==> src/rtl/adc_ramp_sequencer.sv <==
// adc_ramp_sequencer
//   Conversion controller for a PWM-DAC ramp ADC. For every channel selected
//   in the latched mask it switches the analog mux, waits for the front end to
//   settle, then ramps the PWM duty code upward one step at a time until the
//   synchronized comparator trips (or the top code is reached). Each result is
//   delivered as a tagged, left-justified 16-bit sample with a one-cycle
//   data_ready pulse.
//
// Ports
//   clk          system clock
//   reset        asynchronous, active-high reset
//   enable       block enable; low aborts the round on the next edge
//   start        one-cycle request to begin a conversion round (IDLE only)
//   continuous   when high, a finished round relatches ch_mask and restarts
//   ch_mask      channels included in a round
//   comparator   asynchronous comparator, 1 = ramp voltage above input
//   duty_cycle   PWM duty code driven to the PWM generator
//   mux_sel      analog mux channel select
//   busy         high whenever the sequencer is not idle
//   data_ready   one-cycle pulse marking a new sample
//   data_ch      channel of the current sample
//   adc_out      code << (12-WIDTH), upper four bits zero
//   overrange    sample reached the top code without a trip
module adc_ramp_sequencer #(
  parameter int WIDTH         = 8,
  parameter int NUM_CH        = 4,
  parameter int STEP_CYCLES   = 196,
  parameter int SETTLE_CYCLES = 1000
) (
  input  logic                      clk,
  input  logic                      reset,
  input  logic                      enable,
  input  logic                      start,
  input  logic                      continuous,
  input  logic [NUM_CH-1:0]         ch_mask,
  input  logic                      comparator,
  output logic [WIDTH-1:0]          duty_cycle,
  output logic [$clog2(NUM_CH)-1:0] mux_sel,
  output logic                      busy,
  output logic                      data_ready,
  output logic [$clog2(NUM_CH)-1:0] data_ch,
  output logic [15:0]               adc_out,
  output logic                      overrange
);

  localparam int CH_W    = $clog2(NUM_CH);
  localparam int CNT_MAX = (STEP_CYCLES > SETTLE_CYCLES) ? STEP_CYCLES : SETTLE_CYCLES;
  localparam int CNT_W   = $clog2(CNT_MAX);
  localparam int SHIFT   = 12 - WIDTH;

  localparam logic [CNT_W-1:0] SETTLE_LAST = CNT_W'(SETTLE_CYCLES - 1);
  localparam logic [CNT_W-1:0] STEP_LAST   = CNT_W'(STEP_CYCLES - 1);
  localparam logic [WIDTH-1:0] MAX_CODE    = {WIDTH{1'b1}};

  typedef enum logic [1:0] {
    IDLE   = 2'd0,
    SELECT = 2'd1,
    RAMP   = 2'd2,
    DONE   = 2'd3
  } state_t;

  // Lowest set bit of mask at index >= from; result is {found, index}.
  // Scanning downward lets the last hit (the lowest index) win without a break.
  function automatic logic [CH_W:0] next_ch(input logic [NUM_CH-1:0] mask, input int from);
    logic            found;
    logic [CH_W-1:0] idx;
    logic            hit;
    found = 1'b0;
    idx   = {CH_W{1'b0}};
    for (int i = NUM_CH - 1; i >= 0; i--) begin
      hit   = mask[i] && (i >= from);
      found = found | hit;
      idx   = hit ? CH_W'(i) : idx;
    end
    return {found, idx};
  endfunction

  state_t             state_q,      state_d;
  logic [NUM_CH-1:0]  mask_q,       mask_d;
  logic [CH_W-1:0]    ch_q,         ch_d;
  logic [WIDTH-1:0]   duty_q,       duty_d;
  logic [CNT_W-1:0]   cnt_q,        cnt_d;
  logic [WIDTH-1:0]   code_q,       code_d;
  logic               ovr_q,        ovr_d;
  logic               busy_q,       busy_d;
  logic               data_ready_q, data_ready_d;
  logic [CH_W-1:0]    data_ch_q,    data_ch_d;
  logic [15:0]        adc_out_q,    adc_out_d;
  logic               overrange_q,  overrange_d;
  logic               comp_meta_q,  comp_sync_q;

  logic [CH_W:0]      first_s;
  logic [CH_W:0]      nxt_in_round_s;

  assign first_s        = next_ch(ch_mask, 0);
  assign nxt_in_round_s = next_ch(mask_q, int'(ch_q) + 1);

  // Two-flop synchronizer for the asynchronous comparator.
  always_ff @(posedge clk or posedge reset) begin
    if (reset) begin
      comp_meta_q <= 1'b0;
      comp_sync_q <= 1'b0;
    end else begin
      comp_meta_q <= comparator;
      comp_sync_q <= comp_meta_q;
    end
  end

  // Next-state and output computation for the conversion sequencer.
  always_comb begin
    state_d      = state_q;
    mask_d       = mask_q;
    ch_d         = ch_q;
    duty_d       = duty_q;
    cnt_d        = cnt_q;
    code_d       = code_q;
    ovr_d        = ovr_q;
    data_ready_d = 1'b0;
    data_ch_d    = data_ch_q;
    adc_out_d    = adc_out_q;
    overrange_d  = overrange_q;

    if (!enable) begin
      // Abort: the round is dropped and sample outputs keep their values.
      state_d = IDLE;
      duty_d  = {WIDTH{1'b0}};
      cnt_d   = {CNT_W{1'b0}};
    end else begin
      case (state_q)
        IDLE: begin
          if (start && first_s[CH_W]) begin
            mask_d  = ch_mask;
            ch_d    = first_s[CH_W-1:0];
            duty_d  = {WIDTH{1'b0}};
            cnt_d   = {CNT_W{1'b0}};
            state_d = SELECT;
          end else begin
            state_d = IDLE;
          end
        end
        SELECT: begin
          if (cnt_q == SETTLE_LAST) begin
            cnt_d   = {CNT_W{1'b0}};
            state_d = RAMP;
          end else begin
            cnt_d = cnt_q + CNT_W'(1);
          end
        end
        RAMP: begin
          if (cnt_q == STEP_LAST) begin
            cnt_d = {CNT_W{1'b0}};
            if (comp_sync_q) begin
              code_d  = duty_q;
              ovr_d   = 1'b0;
              duty_d  = {WIDTH{1'b0}};
              state_d = DONE;
            end else if (duty_q == MAX_CODE) begin
              code_d  = MAX_CODE;
              ovr_d   = 1'b1;
              duty_d  = {WIDTH{1'b0}};
              state_d = DONE;
            end else begin
              duty_d = duty_q + WIDTH'(1);
            end
          end else begin
            cnt_d = cnt_q + CNT_W'(1);
          end
        end
        DONE: begin
          data_ready_d = 1'b1;
          adc_out_d    = 16'(code_q) << SHIFT;
          data_ch_d    = ch_q;
          overrange_d  = ovr_q;
          cnt_d        = {CNT_W{1'b0}};
          if (nxt_in_round_s[CH_W]) begin
            ch_d    = nxt_in_round_s[CH_W-1:0];
            state_d = SELECT;
          end else if (continuous) begin
            mask_d = ch_mask;
            if (first_s[CH_W]) begin
              ch_d    = first_s[CH_W-1:0];
              state_d = SELECT;
            end else begin
              state_d = IDLE;
            end
          end else begin
            state_d = IDLE;
          end
        end
        default: begin
          state_d = IDLE;
          duty_d  = {WIDTH{1'b0}};
          cnt_d   = {CNT_W{1'b0}};
        end
      endcase
    end

    busy_d = (state_d != IDLE);
  end

  // State, datapath and registered outputs.
  always_ff @(posedge clk or posedge reset) begin
    if (reset) begin
      state_q      <= IDLE;
      mask_q       <= {NUM_CH{1'b0}};
      ch_q         <= {CH_W{1'b0}};
      duty_q       <= {WIDTH{1'b0}};
      cnt_q        <= {CNT_W{1'b0}};
      code_q       <= {WIDTH{1'b0}};
      ovr_q        <= 1'b0;
      busy_q       <= 1'b0;
      data_ready_q <= 1'b0;
      data_ch_q    <= {CH_W{1'b0}};
      adc_out_q    <= 16'h0000;
      overrange_q  <= 1'b0;
    end else begin
      state_q      <= state_d;
      mask_q       <= mask_d;
      ch_q         <= ch_d;
      duty_q       <= duty_d;
      cnt_q        <= cnt_d;
      code_q       <= code_d;
      ovr_q        <= ovr_d;
      busy_q       <= busy_d;
      data_ready_q <= data_ready_d;
      data_ch_q    <= data_ch_d;
      adc_out_q    <= adc_out_d;
      overrange_q  <= overrange_d;
    end
  end

  assign duty_cycle = duty_q;
  assign mux_sel    = ch_q;
  assign busy       = busy_q;
  assign data_ready = data_ready_q;
  assign data_ch    = data_ch_q;
  assign adc_out    = adc_out_q;
  assign overrange  = overrange_q;

endmodule

==> config.mk <==
export PLATFORM = sky130hd
export DESIGN_NAME = adc_ramp_sequencer
export DESIGN_NICKNAME = d
export VERILOG_FILES = /design/src/rtl/adc_ramp_sequencer.sv
export SDC_FILE = /design/constraint.sdc
export NUM_CORES = 1
export LEC_CHECK = 0
export CORE_AREA = 5 5 74 76
export CTS_BUF_LIST = sky130_fd_sc_hd__clkbuf_4 sky130_fd_sc_hd__clkbuf_8 sky130_fd_sc_hd__clkbuf_16
export DETAILED_ROUTE_END_ITERATION = 7
export DIE_AREA = 0 0 79 81
export GPL_TIMING_DRIVEN = 0
export HOLD_SLACK_MARGIN = 0.05
export PLACE_DENSITY = 0.85
export SLEW_MARGIN = 20
export SYNTH_ARGS = -nofsm -noshare
export SYNTH_HDL_FRONTEND = slang
export SYNTH_SLANG_ARGS = --single-unit
==> constraint.sdc <==
create_clock -name clk -period 4.18 [get_ports clk]
set_input_delay 1.045 -clock clk [delete_from_list [all_inputs] [get_ports clk]]
set_output_delay 1.045 -clock clk [all_outputs]
set_load 0.02 [all_outputs]
=== Word level (Yosys, flattened, before mapping) ===
Cells that the tools add are included.

* Add/subtract/negate cells: 3
* Magnitude comparators: 4
* Equality and inequality tests: 14
* Mux-type cells: 44
* Bitwise gates (word level): 6
* Reductions and logical operators: 14

{| class="wikitable"
|+ Operators with widths
! kind !! count
|-
| $mux 8 || 7
|-
| $mux 10 || 4
|-
| $pmux 10 s4 || 1
|-
| $mux 2 || 19
|-
| $pmux 8 s2 || 1
|-
| $mux 4 || 3
|-
| $ne 3x3->1 const B || 4
|-
| $add 10x1->10 const B || 1
|-
| $eq 10x10->1 const B || 1
|-
| $eq 10x8->1 const B || 1
|-
| $reduce_and 5->1 || 2
|-
| $add 8x1->8 const B || 1
|-
| $eq 8x8->1 const B || 1
|-
| $pmux 2 s4 || 1
|-
| $pmux 4 s2 || 1
|-
| $ge 1x3->1 const A || 2
|-
| $ge 2x3->1 const A || 2
|-
| $mux 1 || 6
|-
| $ne 2x2->1 const B || 3
|-
| $or 1x1->1 || 6
|-
| $reduce_bool 2->1 || 3
|-
| $logic_and 1x1->1 || 5
|-
| $eq 2x2->1 const B || 2
|-
| $pmux 2 s2 || 1
|-
| 7 further kinds || 7
|}

* Flip-flop bits (word level): 50
* Input bits: 10
* Output and inout bits: 31
* Logic and storage cells: 99

=== Longest topological paths before layout ===
Gate-level depths: netlist of run 1.

* Depth in word-level cells: 10
* Depth in mapped cells: 8
* Depth with buffers taken out: 7

=== Least setup slack after synthesis of run 1 ===
No wires, ideal clock.

* Kind: input port to flip-flop
* Start point: in ch_mask[2]
* End point: reg ch_q[0], in the netlist mux_sel[0]
* Setup time: 125 ps
* Arrival: 2270 ps
* Required time: 4055 ps
* Setup slack: 1785 ps
* Stages on the path: 5
* Path buffers: 0
* Cells stage by stage: o41ai_1 -> nand2_1 -> o211a_1 -> o21ai_0 -> mux2_2

* Cells in the longest elaborated chain, start to end: 7
* Elaborated cells between the ends (all ways): 15
* Those cells by class: 2 x eq/ne; 8 x mux; 3 x bitwise; 2 x reduce/logical

{| class="wikitable"
|+ Ends and longest elaborated chain
! item !! line !! source
|-
| start, declared || 35 || <nowiki>input logic [NUM_CH-1:0] ch_mask,</nowiki>
|-
| $mux 2 (3 in series) || 73 || <nowiki>idx = hit ? CH_W'(i) : idx;</nowiki>
|-
| $mux 2 || 180 || <nowiki>if (first_s[CH_W]) begin</nowiki>
|-
| $mux 2 || 178 || <nowiki>end else if (continuous) begin</nowiki>
|-
| $mux 2 || 175 || <nowiki>if (nxt_in_round_s[CH_W]) begin</nowiki>
|-
| $pmux 2 s2 || 129 || <nowiki>case (state_q)</nowiki>
|-
| end signal, assigned || 206 || <nowiki>ch_q <= {CH_W{1'b0}};</nowiki>
|-
| end signal, assigned || 219 || <nowiki>ch_q <= ch_d;</nowiki>
|-
| end, declared || 80 || <nowiki>logic [CH_W-1:0] ch_q, ch_d;</nowiki>
|}

Parallel ways exist; a longest one is shown, timed or not. The select of a mux whose other input is x is not followed.
A chain may end at the register's enable or synchronous reset.

=== Worst setup path in the final report of run 1 ===
Same ends and word-level chain as after synthesis.

==> flow_summary.json, run 1 <==
{
  "status": "finished clean",
  "synth_commonest_cells": "dfrtp_1 (49), nor2_1 (22), inv_1 (21), nand2_1 (21), nand3_1 (14)",
  "final_cell_area_sq_um": 3190,
  "drt_iter0_markers": 111,
  "drv_cap": 0,
  "cts_root_buf": "clkbuf_8",
  "synth-edff-count": 0,
  "slowest_stage": "o41ai_1",
  "ctsResizeCount": 0,
  "post-route-period-util_pct": 70.1,
  "ys_types": 52,
  "power.density_nw_per_um2": 308,
  "min_period_ns": 2.93,
  "worstPathArrival_ns": 3.12,
  "worst_pin_slew_ns": 0.516,
  "dp_hpwl_um": 4250,
  "fin_setup_tns_ns": 0,
  "max_freq_ghz": 0.341,
  "critPathKind": "input port to flop",
  "cp_max_fo": 8,
  "wl_per_cell_um": 15.1,
  "row_count": 25,
  "cts.sinks": 49,
  "setup_viol": 0,
  "routed_wl_um": 5610,
  "cts_made_buffers": 5,
  "fin_nets": 333,
  "critical_path.max_stage_delay_ns": 0.58,
  "timing.rr.end": "cnt_q[6]",
  "first_global_vias": 2034,
  "netlist_instances": 270,
  "stdcell_count": 372,
  "synth_most_common_cell": "dfrtp_1",
  "remaining_drc_errors": 0,
  "r2r-start": "cnt_q[0]",
  "ctsHoldBuffers": 0,
  "cp_cell_sequence": "clkdlybuf4s50_1, o41ai_1, nand2_1, o211a_1, o21ai_0, mux2_2",
  "gp_congestion": 0.869,
  "r2r_cells": 6,
  "yosysTopAreaCellShare_pct": 46.6,
  "insertion_delay_ns": 0.30,
  "num_vias": 2136,
  "fp.dieArea_sq_um": 6400,
  "cts_max_level": 2,
  "hold_start": "comp_meta_q",
  "crit_family": "compound AO/OA/AOI/OAI gates",
  "drive_gt1_share_pct": 13.8,
  "ant_nets": 0,
  "ir_worst_vdd_uv": 244,
  "hold_class": "flop to flop",
  "core_area_sq_um": 4660,
  "gr-total-overflow": 0,
  "syn_avg_cell_area_sq_um": 9.75,
  "yosysWarnings": 0,
  "placed_cells": 364,
  "ios": 41,
  "crit_required_ns": 4.37,
  "ys_seq_elements": 49,
  "holdPathStages": 0,
  "track_usage_pct": 19.0,
  "worst_slew_margin_rel_pct": 65.1,
  "grt_max_degree": 29,
  "rsz0062_at_grt": "false",
  "dpl_cell_area_sq_um": 3070,
  "hold_path_end": "comp_sync_q",
  "syn_to_final_growth_pct": 21.1,
  "firstDrtPassIters": 5,
  "start_util_pct": 56.5,
  "diodes": 0,
  "start_kind": "input port",
  "ys_top_cells_by_area": "dfrtp_1 (47%), mux2_2 (5.6%), nor2_1 (3.1%), inv_1 (3.0%), nand2_1 (3.0%)",
  "numPortBuffers": 32,
  "drv_slew": 0,
  "synthFlopType": "dfrtp_1",
  "synthesis.area_sq_um": 2630,
  "critPathCaptureType": "flop",
  "die_y_um": 81,
  "clk_pin_slew_ns": 0.09,
  "cts_tree": "done",
  "finalClockSkew_ns": 0.00453,
  "synth_top_area_cell": "dfrtp_1",
  "r2r_slack_ns": 1.70,
  "leakage_uw": 0.00145,
  "grt_first_pass_wirelength_um": 9690,
  "finalHoldViolCount": 0,
  "clk_path_buf_depth": 2,
  "cts_setup_buffers": 0,
  "synth_seq_area_share_pct": 46.6,
  "viasPerCell": 5.74,
  "crit_buf_inv": 1,
  "antenna_found_initial": 0,
  "async_flop_share_pct": 100,
  "die_w_um": 79
}
## placed cells by master (no fill, tap or decap), types with 3 or more instances in the layout
| cell type | instances |
|---|---|
| ha_1 | 6 |
| o21ai_0 | 12 |
| nand3_1 | 14 |
| and3_1 | 6 |
| and2_1 | 3 |
| nand4_1 | 4 |
| nor2_1 | 22 |
| o211ai_1 | 5 |
| o31ai_2 | 4 |
| o31ai_1 | 5 |
| a21oi_1 | 8 |
| clkbuf_1 | 6 |
| a22o_1 | 5 |
| nand2b_1 | 3 |
| a31oi_1 | 9 |
| inv_1 | 20 |
| dfrtp_1 | 49 |
| clkdlybuf4s50_1 | 32 |
| clkbuf_8 | 6 |
| a21o_1 | 4 |
| mux2_2 | 13 |
| nor2b_1 | 4 |
| nand2_1 | 21 |
| conb_1 | 8 |
| buf_4 | 8 |
## worst reg2reg max path: stages, from the launching register on
cell and delay [ns]:
dfrtp_1 0.42, ha_1 0.28, or4bb_1 0.55, o31ai_2 0.40, a21oi_2 0.21, and2_1 0.27
a22o_1 0.23
## cells by family after synthesis
kind of cell / share of synthesized area, %
buffers and inverters: 6.51
AO/OA/AOI/OAI: 20.2
adder cells (fa/ha/maj): 2.85
multiplexers: 5.94
other: 0.142
AND/OR/NAND/NOR: 17.8
flip-flops: 46.6
## worst max path at each step
stage	from	depth (start not counted)	endpoint	slack [ns]
final	ch_mask[2]	6	mux_sel[0]	1.25
after global routing	ch_mask[2]	6	mux_sel[0]	1.14
after CTS	ch_mask[2]	6	mux_sel[0]	1.26
after detailed placement	ch_mask[2]	6	mux_sel[0]	0.95
after global placement	ch_mask[2]	6	mux_sel[0]	0.98
after floorplan	ch_mask[2]	5	mux_sel[0]	1.79
## state kept, by name, summed over array words and instances, names as in the netlist, 2 cells and up
register    flops
duty_cycle      8
mask_q          3
mux_sel         2
state_q         2
cnt_q          10
code_q          8
adc_out         8
data_ch         2
## final cells by class
| class | count | area [sq um] |
|---|---|---|
| Clock inverter | 2 | 37.5 |
| Buffer | 16 | 92.6 |
| Fill cell | 375 | 1470 |
| Clock buffer | 6 | 82.6 |
| Inverter | 21 | 78.8 |
| Sequential cell | 49 | 1230 |
| Timing Repair Buffer | 33 | 340 |
| Tap cell | 54 | 67.6 |
| Multi-Input combinational cell | 191 | 1260 |
## power breakdown
part / internal (uW) / total [uW] / switching [uW]
Combinational: 55.5 / 128 / 72.2
Clock: 195 / 352 / 157
Sequential: 487 / 504 / 16.3
## per-layer routing
| metal | global-route usage (%) | share of wire, % | vias to the layer above |
|---|---|---|---|
| met3 | 3.88 | 4.2 | 6 |
| li1 | - | - | 1061 |
| met5 | 0 | 0 | - |
| met1 | 24.7 | 46 | 1019 |
| met2 | 32.5 | 49 | 50 |
| met4 | 5.15 | 1.2 | 0 |
## through the flow
step	util [%]	total power [uW]	hold slack, ns	setup WS (ns)
3_3_place_gp	65.4	632	0.334	0.978
4_1_cts	68.4	990	0.356	1.26
5_1_grt	68.4	1030	0.372	1.14
3_5_place_dp	65.8	638	0.346	0.954
6_report	68.4	983	0.355	1.25
2_1_floorplan	-	593	0.331	1.79
No activity file was read; power rests on OpenSTA's default activity.
==> inputs of run 2 (changes only) <==
CORE_AREA = 5 5 81 83   (was 5 5 74 76)
DIE_AREA = 0 0 86 88   (was 0 0 79 81)
PLACE_DENSITY = 0.75   (was 0.85)
clock period = 2.55 ns   (was 4.18 ns; I/O delays follow)
==> flow_summary.json, run 2 (synthesis results as in run 1) <==
{
  "ant_nets": 0,
  "min_period_ns": 2.34,
  "finalHoldViolCount": 0,
  "largest_register_ff_count": 10,
  "cp_cell_sequence": "clkdlybuf4s50_1, o41ai_2, nand2_1, o211a_1, o21ai_0, mux2_2",
  "r2r_slack_ns": 0.22,
  "finalPower_uw": 1490,
  "hold_class": "flop to flop",
  "setup_viol": 0,
  "worstPathArrival_ns": 2.53,
  "syn_to_final_growth_pct": 21.5,
  "wl_per_cell_um": 14.4,
  "start_util_pct": 45.5,
  "ios": 41,
  "track_usage_pct": 15.4,
  "slowest_stage": "clkdlybuf4s50_1",
  "finalClockSkew_ns": 0.00624,
  "cts_root_buf": "clkbuf_8",
  "fin_nets": 333,
  "layout_setup_ws_ns": 0.209,
  "first_global_vias": 2093,
  "final_common_cell": "dfrtp_1",
  "firstDrtPassIters": 4,
  "rsz0062_at_grt": "false",
  "final_cell_area_sq_um": 3200,
  "cts_tree": "done",
  "critPathKind": "input port to flop",
  "gr-total-overflow": 0,
  "dpl_cell_area_sq_um": 3090,
  "cts.sinks": 49,
  "dp_hpwl_um": 4300,
  "cts_setup_buffers": 0,
  "fp.dieArea_sq_um": 7570,
  "critical_path.max_stage_delay_ns": 0.50,
  "clk_pin_slew_ns": 0.09,
  "status": "finished clean",
  "remaining_drc_errors": 0,
  "row_count": 28,
  "cts_max_level": 2,
  "placed_cells": 385,
  "critPathCaptureType": "flop",
  "core_area_sq_um": 5780,
  "gp_congestion": 0.850,
  "drt_iter0_markers": 244,
  "drv_cap": 0,
  "start_kind": "input port",
  "post-route-period-util_pct": 91.8,
  "leakage_uw": 0.00144,
  "numPortBuffers": 32,
  "cts_made_buffers": 5,
  "viasPerCell": 5.57,
  "grt_max_degree": 34,
  "cp_max_fo": 8,
  "stdcell_count": 393,
  "diodes": 0,
  "ir_worst_vdd_uv": 226,
  "drv_slew": 0,
  "dp_slack_ns": -0.274,
  "crit_required_ns": 2.74,
  "clk_path_buf_depth": 2,
  "regMostFlops": "cnt_q",
  "max_freq_ghz": 0.427,
  "die_w_um": 86,
  "routed_wl_um": 5640,
  "drive_gt1_share_pct": 14.2,
  "num_vias": 2190,
  "grt_first_pass_wirelength_um": 9350,
  "final_cell_mix": "dfrtp_1 (49), clkdlybuf4s50_1 (32), nor2_1 (22)",
  "power.density_nw_per_um2": 467,
  "insertion_delay_ns": 0.30,
  "die_y_um": 88,
  "antenna_found_initial": 0
}
[run 2: cell count changes in the layout (fill, tap and decap cells not counted), sizes merged]
cell | previous run | this run
bufinv | 1 | 0
clkbuf | 12 | 11
clkinv | 0 | 1
inv | 21 | 22
[run 2: final timing paths]
kind / start / to / cells after the start
setup reg to reg: cnt_q[0] / cnt_q[4] / 6
setup / recovery: ch_mask[2] / mux_sel[0] / 6
hold / removal: comp_meta_q / comp_sync_q / 0
hold reg to reg: comp_meta_q / comp_sync_q / 0
min in group asynchronous: reset / cnt_q[5] / 2
max in group asynchronous: reset / adc_out[10] / 3
[run 2: through the flow]
| step | hold slack, ns | setup TNS (ns) | utilization [%] |
|---|---|---|---|
| after CTS | 0.358 | 0 | 55.1 |
| final | 0.356 | 0 | 55.3 |
| after global placement | 0.335 | -13.42 | 53.2 |
| after global routing | 0.380 | 0 | 55.3 |
| after floorplan | 0.331 | 0 | - |
| after detailed placement | 0.336 | -2.47 | 53.5 |
[run 2: area by class of cell]
cell class,instances,area [sq um]
fill,526,2580
tap,75,93.8
multi-input combinational,191,1280
sequential,49,1230
clock inverter,3,21.3
buffer,16,92.6
timing repair buffer,33,340
clock buffer,5,68.8
inverter,21,78.8
[run 2: power breakdown]
part | switching (uW) | internal, uW
registers | 23.8 | 799
clock network | 266 | 195
logic | 117 | 92.3
total | 407 | 1090
[run 2: worst max-delay path, delay by kind of cell]
family / cells / cell delay, ns
AOI/OAI and AO/OA: 3 / 0.76
buffers and inverters: 1 / 0.50
muxes: 1 / 0.37
and+or+nand+nor: 1 / 0.26
[run 2: layer usage]
metal / vias up / track usage (%) / wire length, um
met4: 0 / 5.18 / 107
met3: 13 / 3.29 / 291
met2: 78 / 27.3 / 2760
met1: 1043 / 18.6 / 2480
met5: - / 0 / 0
li1: 1056 / - / -
[run 2: timing repair]
action | in CTS | in global routing
resized for setup | 0 | 2
hold buffers | 0 | 0
setup endpoints to repair | 0 | 10
endpoints found under the hold margin | 0 | 0
==> inputs of run 3 (changes only) <==
CORE_AREA = 2 2 78 80   (was 5 5 81 83)
CTS_CLUSTER_DIAMETER = 60   (was unset)
DIE_AREA = 0 0 80 82   (was 0 0 86 88)
PLACE_DENSITY = 0.73   (was 0.75)
==> flow_summary.json, run 3 (synthesis results as in run 1) <==
{
  "status": "finished clean",
  "firstDrtPassIters": 4,
  "ant_nets": 0,
  "viasPerCell": 5.49,
  "ir_worst_vdd_uv": 238,
  "fin_nets": 333,
  "regMostFlops": "cnt_q",
  "num_vias": 2156,
  "power.density_nw_per_um2": 494,
  "drt_iter0_markers": 104,
  "largest_register_ff_count": 10,
  "min_period_ns": 2.40,
  "cts_tree": "done",
  "gr-total-overflow": 0,
  "syn_to_final_growth_pct": 22.5,
  "fp.dieArea_sq_um": 6560,
  "setup_viol": 0,
  "antenna_found_initial": 0,
  "grt_first_pass_wirelength_um": 8560,
  "dpl_cell_area_sq_um": 3090,
  "track_usage_pct": 16.7,
  "cts.sinks": 49,
  "clk_pin_slew_ns": 0.09,
  "final_cell_mix": "dfrtp_1 (49), clkdlybuf4s50_1 (32), nor2_1 (22)",
  "ios": 41,
  "cts_root_buf": "clkbuf_8",
  "critPathKind": "input port to flop",
  "finalClockSkew_ns": 0.00750,
  "row_count": 28,
  "clk_path_buf_depth": 2,
  "wl_per_cell_um": 13.4,
  "routed_wl_um": 5250,
  "rsz0062_at_grt": "false",
  "die_y_um": 82,
  "drv_slew": 0,
  "die_w_um": 80,
  "worstPathArrival_ns": 2.59,
  "max_freq_ghz": 0.417,
  "leakage_uw": 0.00145,
  "crit_required_ns": 2.74,
  "remaining_drc_errors": 0,
  "start_util_pct": 45.8,
  "numPortBuffers": 32,
  "finalHoldViolCount": 0,
  "cts_setup_buffers": 0,
  "first_global_vias": 1861,
  "ctsResizeCount": 1,
  "final_cell_area_sq_um": 3220,
  "drive_gt1_share_pct": 14.2,
  "holdWs_ns": 0.357,
  "critPathCaptureType": "flop",
  "hold_class": "flop to flop",
  "cts_max_level": 2,
  "cts_made_buffers": 5,
  "start_kind": "input port",
  "post-route-period-util_pct": 94.0,
  "diodes": 0,
  "fin_setup_tns_ns": 0,
  "finalPower_uw": 1590,
  "ctsHoldBuffers": 0,
  "core_area_sq_um": 5750,
  "drv_cap": 0,
  "dp_hpwl_um": 3920,
  "insertion_delay_ns": 0.30,
  "gp_congestion": 0.888,
  "final_common_cell": "dfrtp_1",
  "grt_max_degree": 34,
  "cp_max_fo": 8
}
[run 3: cell types whose count changed in the layout (fill, tap and decap cells not counted), sizes merged]
| cell | change |
|---|---|
| inv | -1 |
| bufinv | +1 |
[run 3: through the flow]
step / utilization, % / cells / setup WS, ns
2_1_floorplan: - / 277 / 0.440
3_3_place_gp: 53.5 / 384 / -0.263
3_5_place_dp: 53.8 / 385 / -0.309
4_1_cts: 56.0 / 393 / 0.0876
5_1_grt: 56.1 / 393 / 0.0629
6_report: 56.1 / 393 / 0.152
[run 3: power by group]
part	switching (uW)	internal, uW	leakage, uW
combinational	119	92.2	0.000730
sequential	23.8	799	0.000662
clock	265	294	0.0000543
total	408	1190	0.00145
[run 3: critical path, stage by stage]
cell,delay [ns]
clkdlybuf4s50_1,0.48
o41ai_2,0.47
nand2_1,0.28
o211a_1,0.21
o21ai_0,0.12
mux2_2,0.38
[run 3: final timing paths]
kind	start	depth (start not counted)	slack, ns	end
setup / recovery	ch_mask[2]	6	0.15	mux_sel[0]
hold / removal	comp_meta_q	0	0.36	comp_sync_q
setup reg to reg	cnt_q[0]	6	0.22	cnt_q[4]
hold reg to reg	comp_meta_q	0	0.36	comp_sync_q
max in group asynchronous	reset	3	1.41	code_q[5]
min in group asynchronous	reset	2	0.64	cnt_q[2]
[run 3: routing by layer]
layer	global-route usage, %	share of wire, %
met1	21.8	47
met2	27.8	48
met3	3.74	4.0
met4	5.08	1.2
met5	0	0
[run 3: area by class of cell]
class,instances,area (sq um)
Buffer,16,92.6
Clock buffer,5,68.8
Clock inverter,3,46.3
Fill cell,527,2520
Inverter,21,78.8
Multi-Input combinational cell,191,1280
Sequential cell,49,1230
Tap cell,75,93.8
Timing Repair Buffer,33,340
